`config.mk`:
```
export PLATFORM = sky130hd
export DESIGN_NAME = div_rate_ctrl
export DESIGN_NICKNAME = d
export VERILOG_FILES = /design/src/rtl/div_rate_ctrl_pkg.sv /design/src/rtl/div_rate_ctrl_core.sv /design/src/rtl/div_rate_ctrl.sv
export SDC_FILE = /design/constraint.sdc
export NUM_CORES = 1
export LEC_CHECK = 0
export CORE_UTILIZATION = 45
export CTS_CLUSTER_DIAMETER = 150
export CTS_CLUSTER_SIZE = 24
export DETAILED_ROUTE_END_ITERATION = 6
export GPL_TIMING_DRIVEN = 1
export PLACE_DENSITY = 0.75
export SLEW_MARGIN = 20
export SYNTH_ARGS = -nofsm -noshare
export SYNTH_HDL_FRONTEND = slang
export SYNTH_SLANG_ARGS = --single-unit
```
`constraint.sdc`:
```
create_clock -name clk_in -period 4 [get_ports clk_in]
set_input_delay 0.6 -clock clk_in [delete_from_list [all_inputs] [get_ports clk_in]]
set_output_delay 0.6 -clock clk_in [all_outputs]
set_load 0.05 [all_outputs]
```
`src/rtl/div_rate_ctrl_pkg.sv`:
```
`default_nettype none
// +----------------------------------------------------------------------------+
// | Module      : div_rate_ctrl_pkg                                            |
// | Description : Shared state encodings and mode constants for div_rate_ctrl. |
// | Revision    : 1.0 - initial release                                        |
// +----------------------------------------------------------------------------+
package div_rate_ctrl_pkg;

  localparam logic [1:0] ST_IDLE  = 2'd0;
  localparam logic [1:0] ST_RUN   = 2'd1;
  localparam logic [1:0] ST_BURST = 2'd2;

  localparam logic MODE_FREE  = 1'b0;
  localparam logic MODE_BURST = 1'b1;

  function automatic logic state_is_busy(input logic [1:0] st);
    return (st == ST_RUN) || (st == ST_BURST);
  endfunction

endpackage
`default_nettype wire

```
`src/rtl/div_rate_ctrl_core.sv`:
```
`default_nettype none
// +----------------------------------------------------------------------------+
// | Module      : div_rate_ctrl_core                                           |
// | Description : Divide counter, clk_out toggle and active terminal count.    |
// | Revision    : 1.0 - initial release                                        |
// +----------------------------------------------------------------------------+
module div_rate_ctrl_core #(
  parameter int CNT_W         = 31,
  parameter int DEFAULT_COUNT = 200
) (
  input  logic             clk_in,
  input  logic             rst,
  input  logic             run,
  input  logic             clr,
  input  logic             load_en,
  input  logic [CNT_W-1:0] load_val,
  output logic             at_term,
  output logic             clk_out
);

  localparam logic [CNT_W-1:0] c_default_count = CNT_W'(DEFAULT_COUNT);

  logic [CNT_W-1:0] r_count;
  logic [CNT_W-1:0] r_active;
  logic             r_clk_out;

  assign at_term = run && (r_count == r_active);
  assign clk_out = r_clk_out;

  // Active only changes when count is being zeroed, so count never exceeds it.
  always_ff @(posedge clk_in or posedge rst) begin
    if (rst) begin
      r_count   <= '0;
      r_active  <= c_default_count;
      r_clk_out <= 1'b0;
    end else begin
      if (clr) begin
        r_count   <= '0;
        r_clk_out <= 1'b0;
      end else if (at_term) begin
        r_count   <= '0;
        r_clk_out <= ~r_clk_out;
      end else if (run) begin
        r_count   <= r_count + CNT_W'(1);
      end
      if (load_en) begin
        r_active <= load_val;
      end
    end
  end

endmodule
`default_nettype wire

```
`src/rtl/div_rate_ctrl.sv`:
```
`default_nettype none
// +----------------------------------------------------------------------------+
// | Module      : div_rate_ctrl                                                |
// | Description : Glitch-free run-time clock divider controller with free-run  |
// |               and burst modes. Define DIV_TICK_CNT_EN for tick_cnt output. |
// | Revision    : 1.0 - initial release                                        |
// +----------------------------------------------------------------------------+
module div_rate_ctrl
  import div_rate_ctrl_pkg::*;
#(
  parameter int CNT_W         = 31,
  parameter int DEFAULT_COUNT = 200,
  parameter int BURST_W       = 8
) (
  input  logic               clk_in,
  input  logic               rst,
  input  logic               cfg_valid,
  input  logic [CNT_W-1:0]   cfg_count,
  output logic               cfg_ready,
  input  logic               start,
  input  logic               stop,
  input  logic               mode,
  input  logic [BURST_W-1:0] burst_len,
  output logic               busy,
  output logic               tick,
  output logic               done,
`ifdef DIV_TICK_CNT_EN
  output logic [15:0]        tick_cnt,
`endif
  output logic               clk_out
);

  logic [1:0]         r_state;
  logic [1:0]         w_state_nxt;
  logic               w_busy;
  logic               w_done_nxt;
  logic               r_tick;
  logic               r_done;
  logic               r_pending;
  logic [CNT_W-1:0]   r_pend_count;
  logic [BURST_W-1:0] r_remaining;

  logic               w_idle;
  logic               w_accept;
  logic               w_stop_act;
  logic               w_run;
  logic               w_at_term;
  logic               w_fall;
  logic               w_burst_end;
  logic               w_go;
  logic               w_apply;
  logic               w_load_en;
  logic [CNT_W-1:0]   w_load_val;

  assign w_idle      = (r_state == ST_IDLE);
  assign w_accept    = cfg_valid && !r_pending;
  assign w_stop_act  = stop && w_busy;
  assign w_run       = w_busy && !stop;
  assign w_fall      = w_at_term && clk_out;
  assign w_burst_end = (r_state == ST_BURST) && w_fall && (r_remaining == BURST_W'(1));
  assign w_go        = w_idle && start && !stop && ((mode == MODE_FREE) || (burst_len != '0));

  // A pending count lands on a half-period boundary, on stop, or once idle.
  assign w_apply     = r_pending && (w_at_term || w_stop_act || w_idle);
  assign w_load_en   = w_apply || (w_accept && w_idle);
  assign w_load_val  = w_apply ? r_pend_count : cfg_count;

  div_rate_ctrl_core #(
    .CNT_W         (CNT_W),
    .DEFAULT_COUNT (DEFAULT_COUNT)
  ) u_core (
    .clk_in   (clk_in),
    .rst      (rst),
    .run      (w_run),
    .clr      (w_stop_act),
    .load_en  (w_load_en),
    .load_val (w_load_val),
    .at_term  (w_at_term),
    .clk_out  (clk_out)
  );

  always_ff @(posedge clk_in or posedge rst) begin
    if (rst) begin
      r_state <= ST_IDLE;
    end else begin
      r_state <= w_state_nxt;
    end
  end

  always_comb begin
    w_state_nxt = r_state;
    case (r_state)
      ST_IDLE: begin
        if (start && !stop) begin
          if (mode == MODE_FREE) begin
            w_state_nxt = ST_RUN;
          end else if (burst_len != '0) begin
            w_state_nxt = ST_BURST;
          end
        end
      end
      ST_RUN: begin
        if (stop) begin
          w_state_nxt = ST_IDLE;
        end
      end
      ST_BURST: begin
        if (stop || w_burst_end) begin
          w_state_nxt = ST_IDLE;
        end
      end
      default: w_state_nxt = ST_IDLE;
    endcase
  end

  always_comb begin
    w_busy     = state_is_busy(r_state);
    w_done_nxt = w_burst_end;
  end

  always_ff @(posedge clk_in or posedge rst) begin
    if (rst) begin
      r_tick       <= 1'b0;
      r_done       <= 1'b0;
      r_pending    <= 1'b0;
      r_pend_count <= '0;
      r_remaining  <= '0;
    end else begin
      r_tick <= w_at_term;
      r_done <= w_done_nxt;
      if (w_accept && !w_idle) begin
        r_pending    <= 1'b1;
        r_pend_count <= cfg_count;
      end else if (w_apply) begin
        r_pending <= 1'b0;
      end
      if (w_go && (mode == MODE_BURST)) begin
        r_remaining <= burst_len;
      end else if ((r_state == ST_BURST) && w_fall) begin
        r_remaining <= r_remaining - BURST_W'(1);
      end
    end
  end

`ifdef DIV_TICK_CNT_EN
  logic [15:0] r_tick_cnt;

  always_ff @(posedge clk_in or posedge rst) begin
    if (rst) begin
      r_tick_cnt <= '0;
    end else if (w_go) begin
      r_tick_cnt <= '0;
    end else if (w_at_term) begin
      r_tick_cnt <= r_tick_cnt + 16'd1;
    end
  end

  assign tick_cnt = r_tick_cnt;
`endif

  assign cfg_ready = !r_pending;
  assign busy      = w_busy;
  assign tick      = r_tick;
  assign done      = r_done;

endmodule
`default_nettype wire

```
Word level (Yosys, flattened, before mapping)
Cells that the tools add are included.
Widths: inputs -> output; s select.
Word-level totals
  flip-flop bits (word level): 107
  latch bits: 0
  RAM bits: 0
  memory bits (read-only): 0
  bits of input ports: 45
  word-level logic and storage cells: 68
  memories kept: 0
Operators by class
  $add $sub $neg: 2
  multipliers: 0
  divide/modulo/power cells: 0
  $lt $le $gt $ge: 0
  eq/ne operators: 8
  shift operators: 0
  mux-type cells: 16
  bitwise logic cells: 2
  reductions and logical operators: 31
Operator list (count)
  $mux 31: 4
  $add 31x1->31 const B: 1
  $eq 31x31->1: 1
  $mux 8: 2
  $logic_and 1x1->1: 15
  $mux 2: 5
  $eq 8x1->1 const B: 1
  $reduce_bool 8->1: 1
  $sub 8x1->8 const B: 1
  $logic_or 1x1->1: 6
  $pmux 2 s3: 1
  $reduce_bool 2->1: 3
  $mux 1: 4
  $ne 2x2->1 const B: 2
  $reduce_and 4->1: 1
  $logic_not 1->1: 3
  $ne 3x2->1 const B: 1
  $reduce_bool 3->1: 1
  $eq 2x1->1 const B: 1
  $eq 2x2->1 const B: 1
  $logic_not 2->1: 1
  $ne 2x1->1 const B: 1
  $not 1->1: 2

Longest topological paths before layout
  depth after elaboration: 10
  gate-level depth with buffers: 9
  gate-level depth less buffers: 8

Hierarchy
Synthesis repeated with hierarchy kept, for this count alone.
Unflattened totals
  cell total of the unflattened synthesis: 466
  area total of the unflattened synthesis: 5567.8 um^2
Modules (own cells, without submodules)
  div_rate_ctrl_core: instances 1, cells an instance 281, area an instance 3085.5 um^2, seq. area each 1580.3 um^2
  div_rate_ctrl: instances 1, cells an instance 185, area an instance 2482.4 um^2, seq. area each 1101.1 um^2

Least setup slack after synthesis
No wires, ideal clock.
  path type: reg2reg
  start: register r_state[0]
  end: register u_core.r_active[0]
  setup time: 0.128 ns
  data arrival time: 2.545 ns
  setup slack: 1.327 ns
  cell stages (with the launch flop): 10
  buffers on the path: 1
  cell sequence: dfrtp_1 inv_1 ha_1 nor2b_1 nand4_1 or4_4 o21ai_2 o21ai_2 buf_2 mux2_1
Between the ends
  word-level cells in the longest chain between the ends: 8
  elaborated cells between the ends (all ways): 13
  classes of those cells: eq/ne: 2; mux: 1; reduce/logical: 10
Ends and longest elaborated chain
  from (decl): RTL line div_rate_ctrl.sv:33  | logic [1:0] r_state;
  from (signal assigned): RTL line div_rate_ctrl.sv:86  | r_state <= w_state_nxt;
  $eq 2x1->1 or $eq 2x2->1 (tied branches): RTL line div_rate_ctrl_pkg.sv:17  | return (st == ST_RUN) || (st == ST_BURST);
  $logic_or 1x1->1 (*): RTL line div_rate_ctrl_pkg.sv:17
  named net busy: RTL line div_rate_ctrl.sv:24  | output logic busy,
  $logic_and 1x1->1: RTL line div_rate_ctrl.sv:58  | assign w_run = w_busy && !stop;
  $logic_and 1x1->1: RTL line div_rate_ctrl_core.sv:27  | assign at_term = run && (r_count == r_active);
  $logic_or 1x1->1 (*) (2 in a row): RTL line div_rate_ctrl.sv:64  | assign w_apply = r_pending && (w_at_term || w_stop_act || w_idle);
  $logic_and 1x1->1 (*): RTL line div_rate_ctrl.sv:64
  $mux 31 or $logic_or 1x1->1 (tied branches): RTL line div_rate_ctrl.sv:66, div_rate_ctrl.sv:65
  to (signal assigned): RTL line div_rate_ctrl_core.sv:34  | r_active <= c_default_count;
  to (signal assigned): RTL line div_rate_ctrl_core.sv:47  | r_active <= load_val;
  to (decl): RTL line div_rate_ctrl_core.sv:24  | logic [CNT_W-1:0] r_active;
Mark *: on every way through the listed nets, which the timed path passes. The rest lies on a longest branch.
A chain may end at the register's enable or synchronous reset.

Worst setup path after layout
  start: register u_core.r_count[3]
  end: register u_core.r_active[8]
Between the ends
  word-level cells in the longest chain between the ends: 6
  elaborated cells between the ends (all ways): 7
  classes of those cells: eq/ne: 1; mux: 1; reduce/logical: 5
Ends and longest elaborated chain
  from (decl): RTL line div_rate_ctrl_core.sv:23  | logic [CNT_W-1:0] r_count;
  from (signal assigned): RTL line div_rate_ctrl_core.sv:44  | r_count <= r_count + CNT_W'(1);
  $eq 31x31->1 (*): RTL line div_rate_ctrl_core.sv:27
  $logic_and 1x1->1 (*): RTL line div_rate_ctrl_core.sv:27
  $logic_or 1x1->1 (*) (2 in a row): RTL line div_rate_ctrl.sv:64
  $logic_and 1x1->1 (*): RTL line div_rate_ctrl.sv:64
  $mux 31 or $logic_or 1x1->1 (tied branches): RTL line div_rate_ctrl.sv:66, div_rate_ctrl.sv:65
Every way passes the cells marked *; elsewhere a longest branch is shown, timed or not.

==> results.cfg <==
[setup_path]
cp_data_arrival_time_ns = 3.14
cp_num_buf_inv = 1
path_delay_family = simple AND/OR/NAND/NOR gates
crit_path_max_fanout = 22
required_ns = 4.24
cpMostUsedCell = o21ai_2
cp_slowest_stage_delay_ns = 0.56
end_kind = register
cp_slowest_cell = or4_4
path_cells = xor2_1 > or4_1 > or4_4 > o21ai_2 > o21ai_2 > buf_4 > mux2_1
cp-start-kind = register
critPathKind = register to register

[die]
ios = 50
rows = 39
die_w_um = 112
core_region_area_um2 = 11600
start_util = 0.470
dieArea_um2 = 12600
fp.dieH_um = 112

[global_route]
grt_pass1_vias = 3854
grt_pass1_wl_um = 19500
antenna_found_initial = 0
grt.overflow.total = 0
grt_max_degree = 58
grt.total_usage = 0.200

[finish]
syn2layout_area_growth_pct = 17.3
drive_gt1_frac = 0.189
final_cell_area_um2 = 6400
nFillCells = 1008
nets = 569
stdcell_count = 666
insertedDiodeCount = 0

[power_and_ir_drop]
seq_power_share = 0.428
peakVddDrop_v = 0.000371
swShare = 0.331
p_sw_mw = 1.36
power_frac_clock = 0.219
power.density_nw_per_um2 = 644
p_total_mw = 4.12
p_comb_frac = 0.353
p_leak_nw = 2.71
p_int_mw = 2.76

[sta]
fin_hold_ws_ns = 0.485
hold_violations = 0
clock_skew_ns = 0.0108
post-route-min-period_ns = 2.90
final-max-slew-violation-count = 0
setup_viol = 0
fin_tns_setup_ns = 0
rsz0062_at_grt = false
finalCritPeriodShare = 0.726
tightest_slew_ns = 0.714
relSlewSlack = 0.524
max_freq_ghz = 0.344

[run_status]
outcome = finished, violations left
violations = design-rule violations

[logic_synthesis]
ys.flop_type = dfrtp_1
synth_edf_count = 0
synth_top_cell_area_share = 0.477
yosysWarnings = 0
synthArstFlopShare = 1.00
ys_ff_latch = 107
yosys.area.top_type = dfrtp_1
synth_fp_nets = 519
syn-cell-area_um2 = 5460
syn_area_per_cell_um2 = 11.7
ys_top_cells_by_area = dfrtp_1 48%, mux2_2 13%, mux2_1 6.4%
syn_inst = 468
synthDistinctLibCells = 45
ys_seq_area_frac = 0.491

[clocking]
cts_tree = done
cts_resized = 0
cts_hold_buffers = 0
cts_buffers = 9
cts_setup_buffers = 0
htree_levels = 3
clockBufferDepth = 2
cts_root_buf = clkbuf_16
cts.sinks = 107
clk_latency_ns = 0.35
clkTransAtPathRegs_ns = 0.08

[place]
routabilityCongestion = 0.835
dpl-instance-area_um2 = 6110
dp_hpwl_um = 8290
dp_cells = 650
port_buffers = 49

[min_path]
hold_path_class = register to register

[job]
drv_cap = 0

[route]
routedWlPerCell_um = 17.3
drt_wl_total_um = 11500
antenna_left = 0
firstDrtPassIters = 7
drc = 3
vias = 3690
via_per_inst = 5.54
drt_iter0_drc = 214
[final timing paths]
check,end,slack (ns),startpoint,cells past startpoint
setup / recovery,u_core.r_active[8]$_DFFE_PP0P_,1.10,u_core.r_count[3]$_DFFE_PP0P_,7
min in group asynchronous,r_state[0]$_DFFE_PP0P_,0.72,rst,2
hold / removal,u_core.r_active[3]$_DFFE_PP1P_,0.48,r_pend_count[3]$_DFFE_PP0P_,1
hold reg to reg,u_core.r_active[3]$_DFFE_PP1P_,0.48,r_pend_count[3]$_DFFE_PP0P_,1
setup reg to reg,u_core.r_active[8]$_DFFE_PP0P_,1.10,u_core.r_count[3]$_DFFE_PP0P_,7
max in group asynchronous,u_core.r_active[7]$_DFFE_PP1P_,2.40,rst,3
[synth_stat cells, drive strengths merged, types with 2 or more instances]
cell type	number
and3	5
nand2	23
mux2i	5
nor4	15
o2bb2ai	2
inv	16
and4	5
nor3	6
nand4	14
buf	11
dfrtp	104
xnor2	20
a31o	2
nand3	12
xor2	38
nor2	34
o21ai	14
or3	7
mux2	94
a31oi	2
nand2b	3
clkbuf	7
ha	6
or4	5
a21oi	6
dfstp	3
[logic make-up after synthesis]
kind of cell	share of synthesized area
AND/OR/NAND/NOR	0.137
flip-flops	0.491
multiplexers	0.204
XOR/XNOR	0.0931
buffers and inverters	0.0261
AO/OA/AOI/OAI	0.0351
adder cells (fa/ha/maj)	0.0138
[sequential cells by signal, summed over array words and instances, names as in the netlist]
signal           flops
r_remaining          8
u_core.r_active     31
u_core.r_count      31
r_pend_count        31
r_pending            1
done                 1
u_core.clk_out       1
r_state              2
tick                 1
[metal layers]
metal | global-route usage | vias up | routed length, µm | part of all wire
li1 | - | 1750 | - | -
met1 | 0.266 | 1843 | 5280 | 0.46
met2 | 0.320 | 87 | 5530 | 0.48
met3 | 0.0556 | 10 | 547 | 0.047
met4 | 0.0631 | 0 | 172 | 0.015
met5 | 0 | - | 0 | 0
[power by group through the flow]
| stage | clock network, mW | registers, mW | logic, mW |
|---|---|---|---|
| CTS | 0.922 | 1.77 | 1.48 |
| global placement | 0 | 1.76 | 1.42 |
| detailed placement | 0 | 1.79 | 1.47 |
| global route | 0.963 | 1.81 | 1.61 |
| floorplan | 0 | 1.68 | 1.16 |
| finish | 0.902 | 1.77 | 1.46 |
[stage by stage]
| step | utilization | worst slack (ns) |
|---|---|---|
| detailed placement | 0.526 | 0.910 |
| CTS | 0.551 | 1.08 |
| global placement | 0.526 | 0.960 |
| global route | 0.551 | 0.885 |
| floorplan | - | 0.588 |
| finish | 0.551 | 1.10 |
[final cells by class]
type	instances	area, µm²	area share
Sequential cell	107	2680	0.419
Multi-Input combinational cell	327	2640	0.412
Inverter	16	62.6	0.00977
Timing Repair Buffer	57	551	0.0860
Clock buffer	12	236	0.0369
Tap cell	143	179	0.0279
Clock inverter	4	57.6	0.00899
[cell usage in the layout, fill, tap and decap left out, types with 8 or more instances in the layout]
| cell type | n |
|---|---|
| mux2_2 | 62 |
| nand3_1 | 12 |
| nor2_1 | 34 |
| nor4_1 | 11 |
| clkbuf_16 | 9 |
| nand2_1 | 23 |
| clkdlybuf4s50_1 | 49 |
| nand4_1 | 14 |
| buf_4 | 8 |
| dfrtp_1 | 104 |
| inv_1 | 15 |
| mux2_1 | 31 |
| xnor2_1 | 20 |
| xor2_1 | 38 |
Note: power is estimated with default switching activity, not from simulation.
